<file path="src/rtl/door_code_tx.sv">
// door_code_tx: serial code transmitter feeding the door-lock FSM code input.
// Build option PARITY_TX_EN appends an even-parity bit to every attempt.
module door_code_tx #(
    parameter int CODE_W     = 4,
    parameter int GAP_CYCLES = 3,
    parameter int MAX_RETRY  = 2
) (
    input  logic              clk,
    input  logic              reset,
    input  logic              start,
    input  logic [CODE_W-1:0] code,
    input  logic              abort,
    input  logic              unlocked_in,
    output logic              code_out,
    output logic              busy,
    output logic              done,
    output logic              fail
);

`ifdef PARITY_TX_EN
    localparam int NB = CODE_W + 1;
`else
    localparam int NB = CODE_W;
`endif

    localparam int BW = $clog2(NB);
    localparam int GW = (GAP_CYCLES > 1) ? $clog2(GAP_CYCLES) : 1;
    localparam int RW = (MAX_RETRY > 0) ? $clog2(MAX_RETRY + 1) : 1;

    localparam logic [BW-1:0] BIT_LAST  = BW'(NB - 1);
    localparam logic [GW-1:0] GAP_LAST  = GW'(GAP_CYCLES - 1);
    localparam logic [RW-1:0] RETRY_LIM = RW'(MAX_RETRY);

    localparam logic [2:0] S_IDLE = 3'd0;
    localparam logic [2:0] S_SEND = 3'd1;
    localparam logic [2:0] S_WAIT = 3'd2;
    localparam logic [2:0] S_DONE = 3'd3;
    localparam logic [2:0] S_FAIL = 3'd4;

    logic [2:0]        state;
    logic [2:0]        state_nx;
    logic [CODE_W-1:0] code_q;
    logic [CODE_W-1:0] code_q_nx;
    logic [NB-1:0]     shreg;
    logic [NB-1:0]     shreg_nx;
    logic [BW-1:0]     bit_cnt;
    logic [BW-1:0]     bit_cnt_nx;
    logic [GW-1:0]     gap_cnt;
    logic [GW-1:0]     gap_cnt_nx;
    logic [RW-1:0]     retry_cnt;
    logic [RW-1:0]     retry_cnt_nx;
    logic              code_out_nx;
    logic              busy_nx;
    logic              done_nx;
    logic              fail_nx;

    logic [NB-1:0]     new_frame;
    logic [NB-1:0]     old_frame;

    function automatic logic [NB-1:0] frame(input logic [CODE_W-1:0] c);
`ifdef PARITY_TX_EN
        return {c, ^c};
`else
        return c;
`endif
    endfunction

    assign new_frame = frame(code);
    assign old_frame = frame(code_q);

    // shreg holds the bits still to go; code_out already carries the current one
    always_comb begin
        state_nx     = state;
        code_q_nx    = code_q;
        shreg_nx     = shreg;
        bit_cnt_nx   = bit_cnt;
        gap_cnt_nx   = gap_cnt;
        retry_cnt_nx = retry_cnt;
        code_out_nx  = 1'b0;
        done_nx      = 1'b0;
        fail_nx      = 1'b0;

        unique case (state)
            S_IDLE: begin
                if (start) begin
                    code_q_nx    = code;
                    shreg_nx     = {new_frame[NB-2:0], 1'b0};
                    code_out_nx  = new_frame[NB-1];
                    bit_cnt_nx   = '0;
                    retry_cnt_nx = '0;
                    state_nx     = S_SEND;
                end
            end
            S_SEND: begin
                if (bit_cnt == BIT_LAST) begin
                    gap_cnt_nx = '0;
                    state_nx   = S_WAIT;
                end else begin
                    bit_cnt_nx  = bit_cnt + 1'b1;
                    code_out_nx = shreg[NB-1];
                    shreg_nx    = {shreg[NB-2:0], 1'b0};
                end
            end
            S_WAIT: begin
                if (unlocked_in) begin
                    done_nx  = 1'b1;
                    state_nx = S_DONE;
                end else if (gap_cnt != GAP_LAST) begin
                    gap_cnt_nx = gap_cnt + 1'b1;
                end else if (retry_cnt < RETRY_LIM) begin
                    retry_cnt_nx = retry_cnt + 1'b1;
                    code_out_nx  = old_frame[NB-1];
                    shreg_nx     = {old_frame[NB-2:0], 1'b0};
                    bit_cnt_nx   = '0;
                    state_nx     = S_SEND;
                end else begin
                    fail_nx  = 1'b1;
                    state_nx = S_FAIL;
                end
            end
            S_DONE: state_nx = S_IDLE;
            S_FAIL: state_nx = S_IDLE;
            default: state_nx = S_IDLE;
        endcase

        // abort beats everything, including a same-cycle start
        if (abort) begin
            state_nx     = S_IDLE;
            code_q_nx    = code_q;
            shreg_nx     = '0;
            bit_cnt_nx   = '0;
            gap_cnt_nx   = '0;
            retry_cnt_nx = '0;
            code_out_nx  = 1'b0;
            done_nx      = 1'b0;
            fail_nx      = 1'b0;
        end

        busy_nx = (state_nx != S_IDLE);
    end

    always_ff @(posedge clk or negedge reset) begin
        if (!reset) begin
            state     <= S_IDLE;
            code_q    <= '0;
            shreg     <= '0;
            bit_cnt   <= '0;
            gap_cnt   <= '0;
            retry_cnt <= '0;
            code_out  <= 1'b0;
            busy      <= 1'b0;
            done      <= 1'b0;
            fail      <= 1'b0;
        end else begin
            state     <= state_nx;
            code_q    <= code_q_nx;
            shreg     <= shreg_nx;
            bit_cnt   <= bit_cnt_nx;
            gap_cnt   <= gap_cnt_nx;
            retry_cnt <= retry_cnt_nx;
            code_out  <= code_out_nx;
            busy      <= busy_nx;
            done      <= done_nx;
            fail      <= fail_nx;
        end
    end

endmodule

</file>
<file path="config.mk">
export PLATFORM = sky130hd
export DESIGN_NAME = door_code_tx
export DESIGN_NICKNAME = d
export VERILOG_FILES = /design/src/rtl/door_code_tx.sv
export SDC_FILE = /design/constraint.sdc
export NUM_CORES = 1
export LEC_CHECK = 0
export CORE_MARGIN = 1
export CORE_UTILIZATION = 40
export CTS_CLUSTER_DIAMETER = 100
export CTS_CLUSTER_SIZE = 12
export DETAILED_ROUTE_END_ITERATION = 8
export SYNTH_ARGS = -nofsm -noshare
export SYNTH_HDL_FRONTEND = slang
export SYNTH_SLANG_ARGS = --single-unit
</file>
<file path="constraint.sdc">
create_clock -name clk -period 2.4 [get_ports clk]
set_clock_uncertainty 0.05 [all_clocks]
set_input_delay 0.48 -clock clk [delete_from_list [all_inputs] [get_ports clk]]
set_output_delay 0.48 -clock clk [all_outputs]
set_load 0.01 [all_outputs]
</file>
## Word-level counts from Yosys, hierarchy flattened

Index checks and enable logic that the tools add are counted.

| cells by class | value |
|---|---|
| add/subtract/negate cells | 3 |
| magnitude comparators | 1 |
| eq/ne operators | 11 |
| multiplexer cells | 46 |
| bitwise gates (word level) | 1 |
| reduce and logical (&&, ||, !) cells | 9 |

Operators by type and width:

| operator | number |
|---|---|
| two-way mux 2 bit | 14 |
| two-way mux 4 bit | 6 |
| != test 3 bit (second input constant) | 7 |
| two-way mux 3 bit | 6 |
| two-way mux 1 bit | 14 |
| case mux 4 bit (3 select lines) | 1 |
| case mux 3 bit (3 select lines) | 1 |
| nonzero test 3 bit | 3 |
| case mux 2 bit (2 select lines) | 2 |
| adder 2 x 1 -> 2 bit (second input constant) | 3 |
| case mux 2 bit (3 select lines) | 1 |
| AND reduction 6 bit | 1 |
| AND reduction 5 bit | 1 |
| AND reduction 4 bit | 1 |
| nonzero test 4 bit | 1 |
| equality test 3 x 1 -> 1 bit (second input constant) | 1 |
| equality test 3 x 2 -> 1 bit (second input constant) | 1 |
| zero test 3 bit | 1 |
| case mux 1 bit (3 select lines) | 1 |
| AND reduction 3 bit | 1 |
| equality test 2 bit (second input constant) | 1 |
| less-than comparator 2 bit (second input constant) | 1 |
| != test 2 bit (second input constant) | 1 |
| inverter 1 bit | 1 |

| word-level totals | value |
|---|---|
| flip-flop bits (word level) | 21 |
| bits of input ports | 9 |
| output and inout port bits | 4 |
| logic and storage cells | 81 |

## Longest topological paths before layout

Gate-level depths: netlist of run 1.

| logic depth | value |
|---|---|
| depth after elaboration | 7 |
| depth in mapped cells | 6 |
| gate-level depth less buffers | 6 |

## Worst setup path before layout of run 1

Ideal clock, no wire load.

| path | value |
|---|---|
| path kind | register to register |
| from | reg gap_cnt[0] |
| to | reg bit_cnt[1] |
| setup time | 127 ps |
| data arrival time | 1590 ps |
| data required time | 2223 ps |
| setup slack | 633 ps |
| stages on the path, launching flop included | 7 |
| buffers on the path | 0 |
| clock period less this slack | 1767 ps |
| cell sequence | dfrtp_1 > inv_1 > ha_1 > and4bb_4 > o311a_4 > nor2_4 > mux2_1 |

| on the way | value |
|---|---|
| longest elaborated chain between the ends | 3 |

RTL lines:

| what | line | RTL |
|---|---|---|
| start: declaration | 48 | `logic [GW-1:0] gap_cnt;` |
| start signal: assignment | 159 | `gap_cnt <= gap_cnt_nx;` |
| != test 2 bit | 108 | `end else if (gap_cnt != GAP_LAST) begin` |
| != test 3 bit (no source line) | - |  |
| AND reduction 6 bit (no source line) | - |  |
| end signal: assignment | 158 | `bit_cnt <= bit_cnt_nx;` |
| end: declaration | 46 | `logic [BW-1:0] bit_cnt;` |

No other way between the ends.
A chain may end at the register's enable or synchronous reset.

## Worst setup path in the final report of run 1

| path | value |
|---|---|
| from | in unlocked_in |
| to | reg bit_cnt[1] |

| on the way | value |
|---|---|
| longest elaborated chain between the ends | 2 |

RTL lines:

| what | line | RTL |
|---|---|---|
| start: declaration | 13 | `input logic unlocked_in,` |
| != test 3 bit (no source line) | - |  |
| AND reduction 6 bit (no source line) | - |  |

No other way between the ends.

==> results.txt, run 1 <==
----------------------------------------------------
[Finish]
  Post-Layout Inst Area ... 0.001309 mm^2
  Antenna cell count ... 0
  Fill cell count ... 234
  Layout area overhead ... 15.20%
  Layout Utilization ... 0.5053
  Final std cells w/o fill ... 156
  Ratio of cells with drive above 1 in the final layout ... 0.1270
  Final-stage net count ... 141

[Flow run]
  Max-cap check violation count ... 0

[Outcome]
  Run status ... completed

[Synth]
  Yosys cell types ... 35
  Cell type with the highest aggregate area in the netlist ... sky130_fd_sc_hd__dfrtp_1
  Number of flip-flops and latches in the synthesized netlist ... 20
  Simple-gate portion of the synthesized area ... 0.2489
  Post-synthesis cell area ... 0.001136 mm^2
  Seq/Total Area, Yosys ... 0.4405
  Number of warnings issued by yosys ... 0
  Post-Synthesis Cells ... about 110
  Area share of the largest cell type after synthesis ... 0.4405
  Biggest area contributors in the synthesized netlist ... sky130_fd_sc_hd__dfrtp_1, sky130_fd_sc_hd__mux2_2, sky130_fd_sc_hd__ha_1
  Post-Synthesis Net Count ... 126
  Post-synthesis share of cell area spent on full adders, half adders and majority gates ... 0.04405
  Area share of xor/xnor cells in the synthesized design ... 0
  Compound-cell area share of the yosys netlist ... 0.1586
  Dominant combinational cell family by area after synthesis ... simple AND/OR/NAND/NOR gates
  Average size of a mapped cell ... 10.05 um^2
  Share of cell area taken by muxes after synthesis ... 0.06828

[Drt]
  Starting DRC count in detailed routing ... 26
  Per-cell routed wire length ... 14.12 um
  Remaining DRCs ... 0
  Via density per instance ... 5.487
  Antenna-violating nets left ... 0
  Wire length after detailed routing ... 2.202 mm
  Drt pass-1 iters ... 5
  Via Count ... 856

[Timing]
  Fin Hold WS ... 0.4579 ns
  Setup violations, final ... 0
  Setup repair after global routing missed its margin ... no
  Endpoints failing hold ... 0
  Fraction of the cycle the final worst path needs ... 0.8137
  Final setup slack of the worst path ... 0.4470 ns
  Fmax ... between 500 and 600 MHz
  Final period demand of the worst path ... about 2 ns
  Sum Neg Setup Slack ... 0 ns
  Worst relative slew slack ... 0.4971
  Slew Viols, Final ... 0
  Transition time at the pin with the least slew margin ... between 0.7 and 0.8 ns

[Global routing]
  Number of global-route vias before repair ... between 800 and 900
  Overall track demand over capacity in global routing ... 0.1577
  Overflow left after global routing ... 0
  Antenna violations before repair ... 0
  Global-route wire length before repair ... 3.836 mm
  Pin count of the biggest net entering global routing ... 24

[Placement]
  RePlAce Congestion ... 0.8251
  Detailed placement HPWL ... 1.637 mm
  # port buffers ... 12
  Placed cell areas ... 0.001286 mm^2
  Place WS ... ~0.14 ns
  Post-placement cell count ... 153

[Worst setup path]
  Critical Path Max Stage Delay ... 0.55 ns
  Worst-case register-to-register setup slack ... 0.51 ns
  Endpoint kind of the worst setup timing path ... flop
  Required @ worst endpoint ... 2.54 ns
  Maximum fanout count along the critical path ... 7
  Cells traversed along the worst timing path ... clkdlybuf4s50_1 > and4bb_4 > o311a_4 > nor2_4 > mux2_1
  Startpoint types ... input pin
  Largest delay share family, worst path ... buffers and inverters
  Worst path bufs/invs ... 1
  Kind of critical path ... in2reg
  Arrival time worst endpoint ... 2.09 ns
  Critical-path cell with the highest stage delay ... sky130_fd_sc_hd__clkdlybuf4s50_1

[Floorplan]
  Ports ... 13
  Starting density of the core ... 0.4386
  Die Area ... ~0.0031 mm^2
  DIE HEIGHT ... 55.30 um
  Core region area ... 0.002590 mm^2
  Die Span X ... about 55 um
  Number of standard-cell rows in the floorplan ... 18

[Worst hold path]
  Classification of the worst-slack hold path ... in2async

[Clock tree]
  Total of hold buffers inserted after clock tree synthesis ... 0
  Inserted Clock Buffers ... 3
  Number of clock sinks seen by CTS ... 20
  Number of buffers inserted to repair setup after CTS ... 0
  Maximum clock insertion buffer count ... 2
  Latest clock arrival within the worst-skew pair ... 0.30 ns
  Clock tree from TritonCTS ... built
  Clock Tree Root ... sky130_fd_sc_hd__clkbuf_4
  Clock transition time at the flip-flop clock pins of the worst setup and hold paths ... 0.10 ns
  # H-tree levels ... 1
  Number of gates given a new drive strength after cts ... 0

[Power and ir drop]
  Worst-case vdd ir drop ... 0.4546 mV
  Total power draw ... ~620 uW
  Ratio of total power to cell area ... 476.8 mW/mm^2
  Leak pwr ... 0.5599 nW

----------------------------------------------------
[flip-flops by register name (all words and copies together) (netlist names), 2 cells and up]
signal,count
code_q,4
shreg,3
state,3
bit_cnt,2
gap_cnt,2
retry_cnt,2
[placed cells by master (no fill, tap or decap), drive strengths merged, types with 2 or more instances in the layout]
| cell type | n |
|---|---|
| nand3 | 5 |
| a22oi | 3 |
| o21ai | 7 |
| nand2b | 6 |
| mux2 | 6 |
| inv | 6 |
| clkdlybuf4s50 | 12 |
| ha | 4 |
| buf | 2 |
| nor2 | 11 |
| a21oi | 6 |
| and3 | 3 |
| nor2b | 6 |
| clkbuf | 3 |
| a311o | 2 |
| dfrtp | 20 |
| nand2 | 6 |
| nand4b | 2 |
[power breakdown]
part	leakage (nW)	total [mW]	switching, mW	internal (mW)
Sequential	0.265	0.376	0.0184	0.357
Combinational	0.281	0.0947	0.0430	0.0517
Clock	0.0138	0.154	0.0951	0.0585
Total	0.560	0.624	0.156	0.468
[metal layers]
layer,vias to the layer above,global-route usage,part of all wire
li1,428,-,-
met1,412,0.2259,0.51
met2,14,0.2341,0.45
met3,2,0.05621,0.040
met4,0,0.02143,0.0045
met5,-,0,0
[synthesized netlist by cell type]
| library cell | count |
|---|---|
| sky130_fd_sc_hd__o22ai_1 | 1 |
| sky130_fd_sc_hd__inv_1 | 6 |
| sky130_fd_sc_hd__or2_2 | 1 |
| sky130_fd_sc_hd__nand2_1 | 6 |
| sky130_fd_sc_hd__nor2_1 | 10 |
| sky130_fd_sc_hd__a21oi_1 | 6 |
| sky130_fd_sc_hd__o311ai_0 | 1 |
| sky130_fd_sc_hd__mux2i_1 | 1 |
| sky130_fd_sc_hd__o21a_1 | 1 |
| sky130_fd_sc_hd__o31ai_1 | 1 |
| sky130_fd_sc_hd__ha_1 | 4 |
| sky130_fd_sc_hd__nand2b_1 | 6 |
| sky130_fd_sc_hd__mux2_1 | 1 |
| sky130_fd_sc_hd__buf_4 | 1 |
| sky130_fd_sc_hd__dfrtp_1 | 20 |
| sky130_fd_sc_hd__o21ai_0 | 7 |
| sky130_fd_sc_hd__nor2_4 | 1 |
| sky130_fd_sc_hd__o211ai_1 | 1 |
| sky130_fd_sc_hd__a211oi_1 | 1 |
| sky130_fd_sc_hd__nand3_1 | 5 |
| sky130_fd_sc_hd__nor2b_1 | 6 |
| sky130_fd_sc_hd__o311a_4 | 1 |
| sky130_fd_sc_hd__a31oi_1 | 1 |
| sky130_fd_sc_hd__mux2_2 | 5 |
| sky130_fd_sc_hd__and3_1 | 3 |
| sky130_fd_sc_hd__a311o_1 | 2 |
| sky130_fd_sc_hd__and2b_1 | 1 |
| sky130_fd_sc_hd__a22oi_1 | 3 |
| sky130_fd_sc_hd__buf_2 | 3 |
| sky130_fd_sc_hd__nor3_1 | 1 |
| sky130_fd_sc_hd__nor4b_2 | 1 |
| sky130_fd_sc_hd__nor3b_4 | 1 |
| sky130_fd_sc_hd__and4bb_4 | 1 |
| sky130_fd_sc_hd__nand4_1 | 1 |
| sky130_fd_sc_hd__nand4b_1 | 2 |
[path summary, 6_finish.rpt]
path                                            start                      to  depth (start not counted)
worst max-delay path                      unlocked_in  bit_cnt[1]$_DFFE_PN0P_                          5
worst min-delay path                            reset      state[1]$_DFF_PN0_                          2
worst max register to register     state[0]$_DFF_PN0_  bit_cnt[1]$_DFFE_PN0P_                          4
worst min register to register  code_q[0]$_DFFE_PN0P_   code_q[0]$_DFFE_PN0P_                          1
max in group asynchronous                       reset   code_q[2]$_DFFE_PN0P_                          2
min in group clk                code_q[0]$_DFFE_PN0P_   code_q[0]$_DFFE_PN0P_                          1
[final cells by class]
class	count	area, um^2	share of cell area
clock buffer	3	22.52	0.01721
inverter	6	22.52	0.01721
multi-input combinational	83	590.6	0.4512
sequential	20	500.5	0.3824
tap	30	37.54	0.02868
timing repair buffer	14	135.1	0.1033
[cell families (layout without fill, tap and decap cells)]
| family | Yosys count | in the layout |
|---|---|---|
| mux | 7 | 7 |
| compound gates | 26 | 26 |
| fa+ha+maj | 4 | 4 |
| buf+inv | 10 | 23 |
| simple gates | 46 | 46 |
| flops | 20 | 20 |
Power figures use the tool's default switching activity.
==> run 2, diff against run 1 <==
- clock period: 2.4 -> 1.8 ns (I/O delays scaled with it)
==> results.txt, run 2 (synthesized netlist as in run 1, its figures left out) <==
----------------------------------------------------
[Outcome]
  Run status ... completed

[Worst setup path]
  Startpoint of the most critical register-to-register path ... gap_cnt[0]$_DFFE_PN0P_
  Maximum fanout count along the critical path ... 3
  Terminus of the critical flop-to-flop path ... bit_cnt[1]$_DFFE_PN0P_
  Kind of critical path ... reg2reg
  Worst-case register-to-register setup slack ... 0.07 ns
  Required @ worst endpoint ... around 2.0 ns
  Startpoint types ... flop
  Arrival time worst endpoint ... 1.87 ns
  Endpoint kind of the worst setup timing path ... flop
  Depth of the worst register-to-register path ... 6

[Drt]
  Wire length after detailed routing ... 2.590 mm
  Via density per instance ... 5.448
  Via Count ... 948
  Per-cell routed wire length ... 14.89 um
  Drt pass-1 iters ... 4
  Starting DRC count in detailed routing ... 24
  Remaining DRCs ... 0
  Antenna-violating nets left ... 0

[Timing]
  Transition time at the pin with the least slew margin ... ~0.38 ns
  Slew Viols, Final ... 0
  Final period demand of the worst path ... 1.730 ns
  Fmax ... between 500 and 600 MHz
  Worst relative slew slack ... 0.7447
  Fraction of the cycle the final worst path needs ... 0.9609
  Sum Neg Setup Slack ... 0 ns
  Setup violations, final ... 0
  Final setup slack of the worst path ... just over 0.07 ns
  Setup repair after global routing missed its margin ... no
  Fin Hold WS ... 0.3376 ns
  Endpoints failing hold ... 0

[Clock tree]
  Clock transition time at the flip-flop clock pins of the worst setup and hold paths ... 0.12 ns
  Latest clock arrival within the worst-skew pair ... roughly 0.3 ns
  Clock Tree Root ... sky130_fd_sc_hd__clkbuf_4
  # H-tree levels ... 1
  Inserted Clock Buffers ... 3
  Maximum clock insertion buffer count ... 2
  Clock tree from TritonCTS ... built
  Number of clock sinks seen by CTS ... 20

[Finish]
  Leading registers by flop count ... code_q x4, shreg x3, state x3
  Fill cell count ... 238
  Ratio of cells with drive above 1 in the final layout ... 0.2639
  Largest register FFs ... 4
  Leading cell types in the layout, fill and taps excluded ... sky130_fd_sc_hd__dfrtp_1, sky130_fd_sc_hd__buf_4, sky130_fd_sc_hd__clkdlybuf4s50_1
  Commonest non-fill, non-tap cell in the layout ... sky130_fd_sc_hd__dfrtp_1
  Final-stage net count ... 158
  Antenna cell count ... 0
  Final std cells w/o fill ... 174
  Layout area overhead ... 29.52%
  Largest register by flop count ... code_q

[Global routing]
  Pin count of the biggest net entering global routing ... 21
  Antenna violations before repair ... 0
  Global-route wire length before repair ... 4.395 mm
  Overflow left after global routing ... 0
  Number of global-route vias before repair ... ~950
  Overall track demand over capacity in global routing ... 0.1817

[Floorplan]
  Number of standard-cell rows in the floorplan ... 18
  Die Span X ... approximately 55 um
  Die Area ... 0.003058 mm^2
  DIE HEIGHT ... 55.30 um
  Ports ... 13
  Core region area ... between 0.002 and 0.003 mm^2
  Starting density of the core ... 0.4386

[Placement]
  Place WS ... -0.1988 ns
  RePlAce Congestion ... 0.8770
  Detailed placement HPWL ... 1.973 mm
  Post-placement cell count ... 168
  # port buffers ... 12

[Flow run]
  Max-cap check violation count ... 0

[Power and ir drop]
  Ratio of total power to cell area ... 620.9 mW/mm^2
  Worst-case vdd ir drop ... 0.3743 mV
  Leak pwr ... 0.6551 nW

[Worst hold path]
  Classification of the worst-slack hold path ... in2async

----------------------------------------------------
-- run 2: cell count changes in the layout (fill, tap and decap cells not counted), sizes merged --
cell / delta
buf: +17
clkbuf: +1
-- run 2: worst max path at each step --
stage,from,to,slack [ns],cells past startpoint
2_1_floorplan,gap_cnt[0]$_DFFE_PN0P_,bit_cnt[1]$_DFFE_PN0P_,0.03,6
3_3_place_gp,unlocked_in,bit_cnt[1]$_DFFE_PN0P_,-0.16,5
3_5_place_dp,unlocked_in,bit_cnt[1]$_DFFE_PN0P_,-0.20,5
4_1_cts,gap_cnt[0]$_DFFE_PN0P_,bit_cnt[1]$_DFFE_PN0P_,0.03,6
5_1_grt,gap_cnt[0]$_DFFE_PN0P_,shreg[2]$_DFFE_PN0P_,0.0006,7
6_report,gap_cnt[0]$_DFFE_PN0P_,bit_cnt[1]$_DFFE_PN0P_,0.07,6
-- run 2: where the power goes --
| group | internal, mW | switching [mW] | total (mW) |
|---|---|---|---|
| sequential | 0.477 | 0.0196 | 0.496 |
| clock | 0.123 | 0.143 | 0.266 |
| combinational | 0.0832 | 0.0685 | 0.152 |
| total | 0.683 | 0.231 | 0.914 |
-- run 2: area by class of cell --
| cell class | count | area (um^2) | area share |
|---|---|---|---|
| Multi-Input combinational cell | 83 | 611.8 | 0.4158 |
| Sequential cell | 20 | 500.5 | 0.3401 |
| Timing Repair Buffer | 31 | 262.8 | 0.1786 |
| Tap cell | 30 | 37.54 | 0.02551 |
| Clock buffer | 4 | 36.28 | 0.02466 |
| Inverter | 6 | 22.52 | 0.01531 |
-- run 2: worst max-delay path: stages, from the launching register on --
cell and delay (ns):
sky130_fd_sc_hd__dfrtp_1 0.38, sky130_fd_sc_hd__inv_2 0.06, sky130_fd_sc_hd__ha_4 0.17, sky130_fd_sc_hd__and4bb_4 0.19
sky130_fd_sc_hd__o311a_4 0.36, sky130_fd_sc_hd__nor2_4 0.10, sky130_fd_sc_hd__mux2_1 0.32
-- run 2: per-layer routing --
layer / global-route usage / vias to the layer above / wire length (um)
li1: - / 466 / -
met2: 0.2771 / 35 / 1222
met3: 0.02342 / 6 / 115
met5: 0 / - / 0
met4: 0.09643 / 0 / 44
met1: 0.2511 / 441 / 1207
-- run 2: repair_timing --
item                                    4_1_cts  5_1_grt
buffers inserted                              1        1
gates resized for setup                       1        4
endpoints found under the setup margin        2        4
hold buffers                                  0        0
hold endpoints to repair                      0        0
-- run 2: stage by stage --
stage	utilization	cell area, um^2	power [mW]
2_1_floorplan	-	1136	0.5834
3_3_place_gp	0.5401	1399	0.6513
3_5_place_dp	0.5401	1399	0.6566
4_1_cts	0.5580	1445	0.9317
5_1_grt	0.5681	1471	0.9608
6_report	0.5681	1471	0.9136
==> run 3, diff against run 2 <==
- CORE_UTILIZATION: 40 -> 53
- PLACE_DENSITY: default -> 0.76
- SKIP_LAST_GASP: default -> 1
==> results.txt, run 3 (synthesized netlist as in run 1, its figures left out) <==
----------------------------------------------------
[Clock tree]
  Clock tree from TritonCTS ... built
  Latest clock arrival within the worst-skew pair ... 0.31 ns
  Clock transition time at the flip-flop clock pins of the worst setup and hold paths ... 0.11 ns
  Number of buffers inserted to repair setup after CTS ... 0
  Total of hold buffers inserted after clock tree synthesis ... 0
  # H-tree levels ... 1
  Number of clock sinks seen by CTS ... 20
  Inserted Clock Buffers ... 3
  Clock Tree Root ... sky130_fd_sc_hd__clkbuf_4
  Maximum clock insertion buffer count ... 2

[Power and ir drop]
  Cell internal power dissipation ... slightly below 700 uW
  Ratio of total power to cell area ... 641.5 mW/mm^2
  Clock share of power ... 0.288
  Switching Power ... around 230 uW
  Leak pwr ... 0.6265 nW
  Logic pwr share ... 0.165
  Worst-case vdd ir drop ... 0.4592 mV
  Part of the power in registers ... 0.547
  Sw Share ... 0.2516

[Finish]
  Final std cells w/o fill ... 166
  Leading cell types in the layout, fill and taps excluded ... sky130_fd_sc_hd__dfrtp_1, sky130_fd_sc_hd__buf_4, sky130_fd_sc_hd__clkdlybuf4s50_1
  Antenna cell count ... 0
  Post-Layout Inst Area ... 0.001416 mm^2
  Final-stage net count ... around 150
  Largest register FFs ... 4
  Commonest non-fill, non-tap cell in the layout ... sky130_fd_sc_hd__dfrtp_1
  Fill cell count ... 144
  Leading registers by flop count ... code_q x4, shreg x3, state x3
  Ratio of cells with drive above 1 in the final layout ... 0.2374
  Largest register by flop count ... code_q
  Layout area overhead ... 24.67%

[Worst hold path]
  Classification of the worst-slack hold path ... in2async

[Floorplan]
  Die Span X ... slightly below 50 um
  Die Area ... 0.002333 mm^2
  Core region area ... 0.001982 mm^2
  DIE HEIGHT ... 48.30 um
  Number of standard-cell rows in the floorplan ... 16
  Ports ... 13
  Starting density of the core ... 0.5732

[Worst setup path]
  Startpoint of the most critical register-to-register path ... gap_cnt[0]$_DFFE_PN0P_
  Startpoint types ... flop
  Critical Path Max Stage Delay ... between 0.3 and 0.4 ns
  Endpoint kind of the worst setup timing path ... flop
  Worst path depth ... 7
  Launch point of the worst path ... gap_cnt[0]$_DFFE_PN0P_
  Maximum fanout count along the critical path ... 6
  Arrival time worst endpoint ... 1.92 ns
  Critical-path cell with the highest stage delay ... sky130_fd_sc_hd__dfrtp_1
  Worst path bufs/invs ... 2
  Largest delay share family, worst path ... compound AO/OA/AOI/OAI gates
  Worst-case register-to-register setup slack ... 0.07 ns
  Depth of the worst register-to-register path ... 7
  Terminus of the critical flop-to-flop path ... shreg[3]$_DFFE_PN0P_
  Cells traversed along the worst timing path ... inv_2 > ha_2 > and4bb_4 > o311a_4 > buf_4 > nand2b_1 > a21oi_2
  Required @ worst endpoint ... 1.98 ns
  Critical path destination ... shreg[3]$_DFFE_PN0P_
  Kind of critical path ... reg2reg

[Placement]
  Placed cell areas ... 0.001373 mm^2
  Detailed placement HPWL ... 1.817 mm
  Post-placement cell count ... 162
  RePlAce Congestion ... 0.8699
  # port buffers ... 12

[Timing]
  Fraction of the cycle the final worst path needs ... 0.9637
  Final period demand of the worst path ... 1.735 ns
  Slew Viols, Final ... 0
  Setup violations, final ... 0
  Transition time at the pin with the least slew margin ... 0.3374 ns
  Fmax ... about 580 MHz
  Worst relative slew slack ... 0.7750
  Endpoints failing hold ... 0

[Drt]
  Via Count ... 964
  Per-cell routed wire length ... 14.94 um
  Wire length after detailed routing ... 2.480 mm
  Drt pass-1 iters ... 4
  Antenna-violating nets left ... 0
  Via density per instance ... 5.807
  Remaining DRCs ... 0
  Starting DRC count in detailed routing ... 18

[Flow run]
  Max-cap check violation count ... 0

[Global routing]
  Pin count of the biggest net entering global routing ... 21
  Overflow left after global routing ... 0
  Antenna violations before repair ... 0
  Overall track demand over capacity in global routing ... 0.2436
  Number of global-route vias before repair ... 1003
  Global-route wire length before repair ... around 4.3 mm

[Outcome]
  Run status ... completed

----------------------------------------------------
[run 3: metrics by stage]
stage	worst slack (ns)	utilization	setup TNS [ns]	hold WS (ns)	total power, mW
floorplan	0.03260	-	0	0.01441	0.5834
global placement	-0.1703	0.6926	-1.287	0.4440	0.6459
detailed placement	-0.2223	0.6926	-1.630	0.4610	0.6523
CTS	0.01489	0.7109	0	0.3336	0.9116
global route	-0.001887	0.7146	-0.001887	0.3482	0.9522
finish	0.06538	0.7146	0	0.3266	0.9086
[run 3: area by class of cell]
type / instances / area [um^2] / share of cell area
multi-input cells: 83 / 596.8 / 0.4214
flip-flops and latches: 20 / 501.7 / 0.3542
repair buffers: 26 / 225.2 / 0.1590
clock buffers: 4 / 36.28 / 0.02562
well taps: 27 / 33.78 / 0.02385
inverters: 6 / 22.52 / 0.01590
[run 3: worst min-delay path by stage]
stage	startpoint	to	slack, ns	cells after the start
6_report	reset	busy$_DFF_PN0_	0.33	2
3_3_place_gp	code_q[0]$_DFFE_PN0P_	code_q[0]$_DFFE_PN0P_	0.44	1
4_1_cts	reset	busy$_DFF_PN0_	0.33	2
3_5_place_dp	code_q[2]$_DFFE_PN0P_	code_q[2]$_DFFE_PN0P_	0.46	1
5_1_grt	reset	state[0]$_DFF_PN0_	0.35	2
2_1_floorplan	reset	bit_cnt[0]$_DFFE_PN0P_	0.01	0
[run 3: what timing repair did]
action	CTS	global route
endpoints found under the hold margin	0	0
setup endpoints to repair	0	4
gates resized for setup	0	4
[run 3: per-layer routing]
| metal | part of all wire | GRT usage | routed length [um] | vias to the layer above |
|---|---|---|---|---|
| met2 | 0.50 | 0.4319 | 1243 | 32 |
| met4 | 0.025 | 0.1176 | 63 | 0 |
| li1 | - | - | - | 457 |
| met5 | 0 | 0 | 0 | - |
| met3 | 0.050 | 0.03145 | 124 | 7 |
| met1 | 0.42 | 0.2913 | 1049 | 468 |
[run 3: power by group through the flow]
stage | registers, mW | logic (mW) | clock network [mW]
floorplan | 0.498 | 0.0852 | 0
global placement | 0.503 | 0.143 | 0
detailed placement | 0.505 | 0.148 | 0
CTS | 0.496 | 0.150 | 0.266
global route | 0.500 | 0.167 | 0.285
finish | 0.497 | 0.150 | 0.262
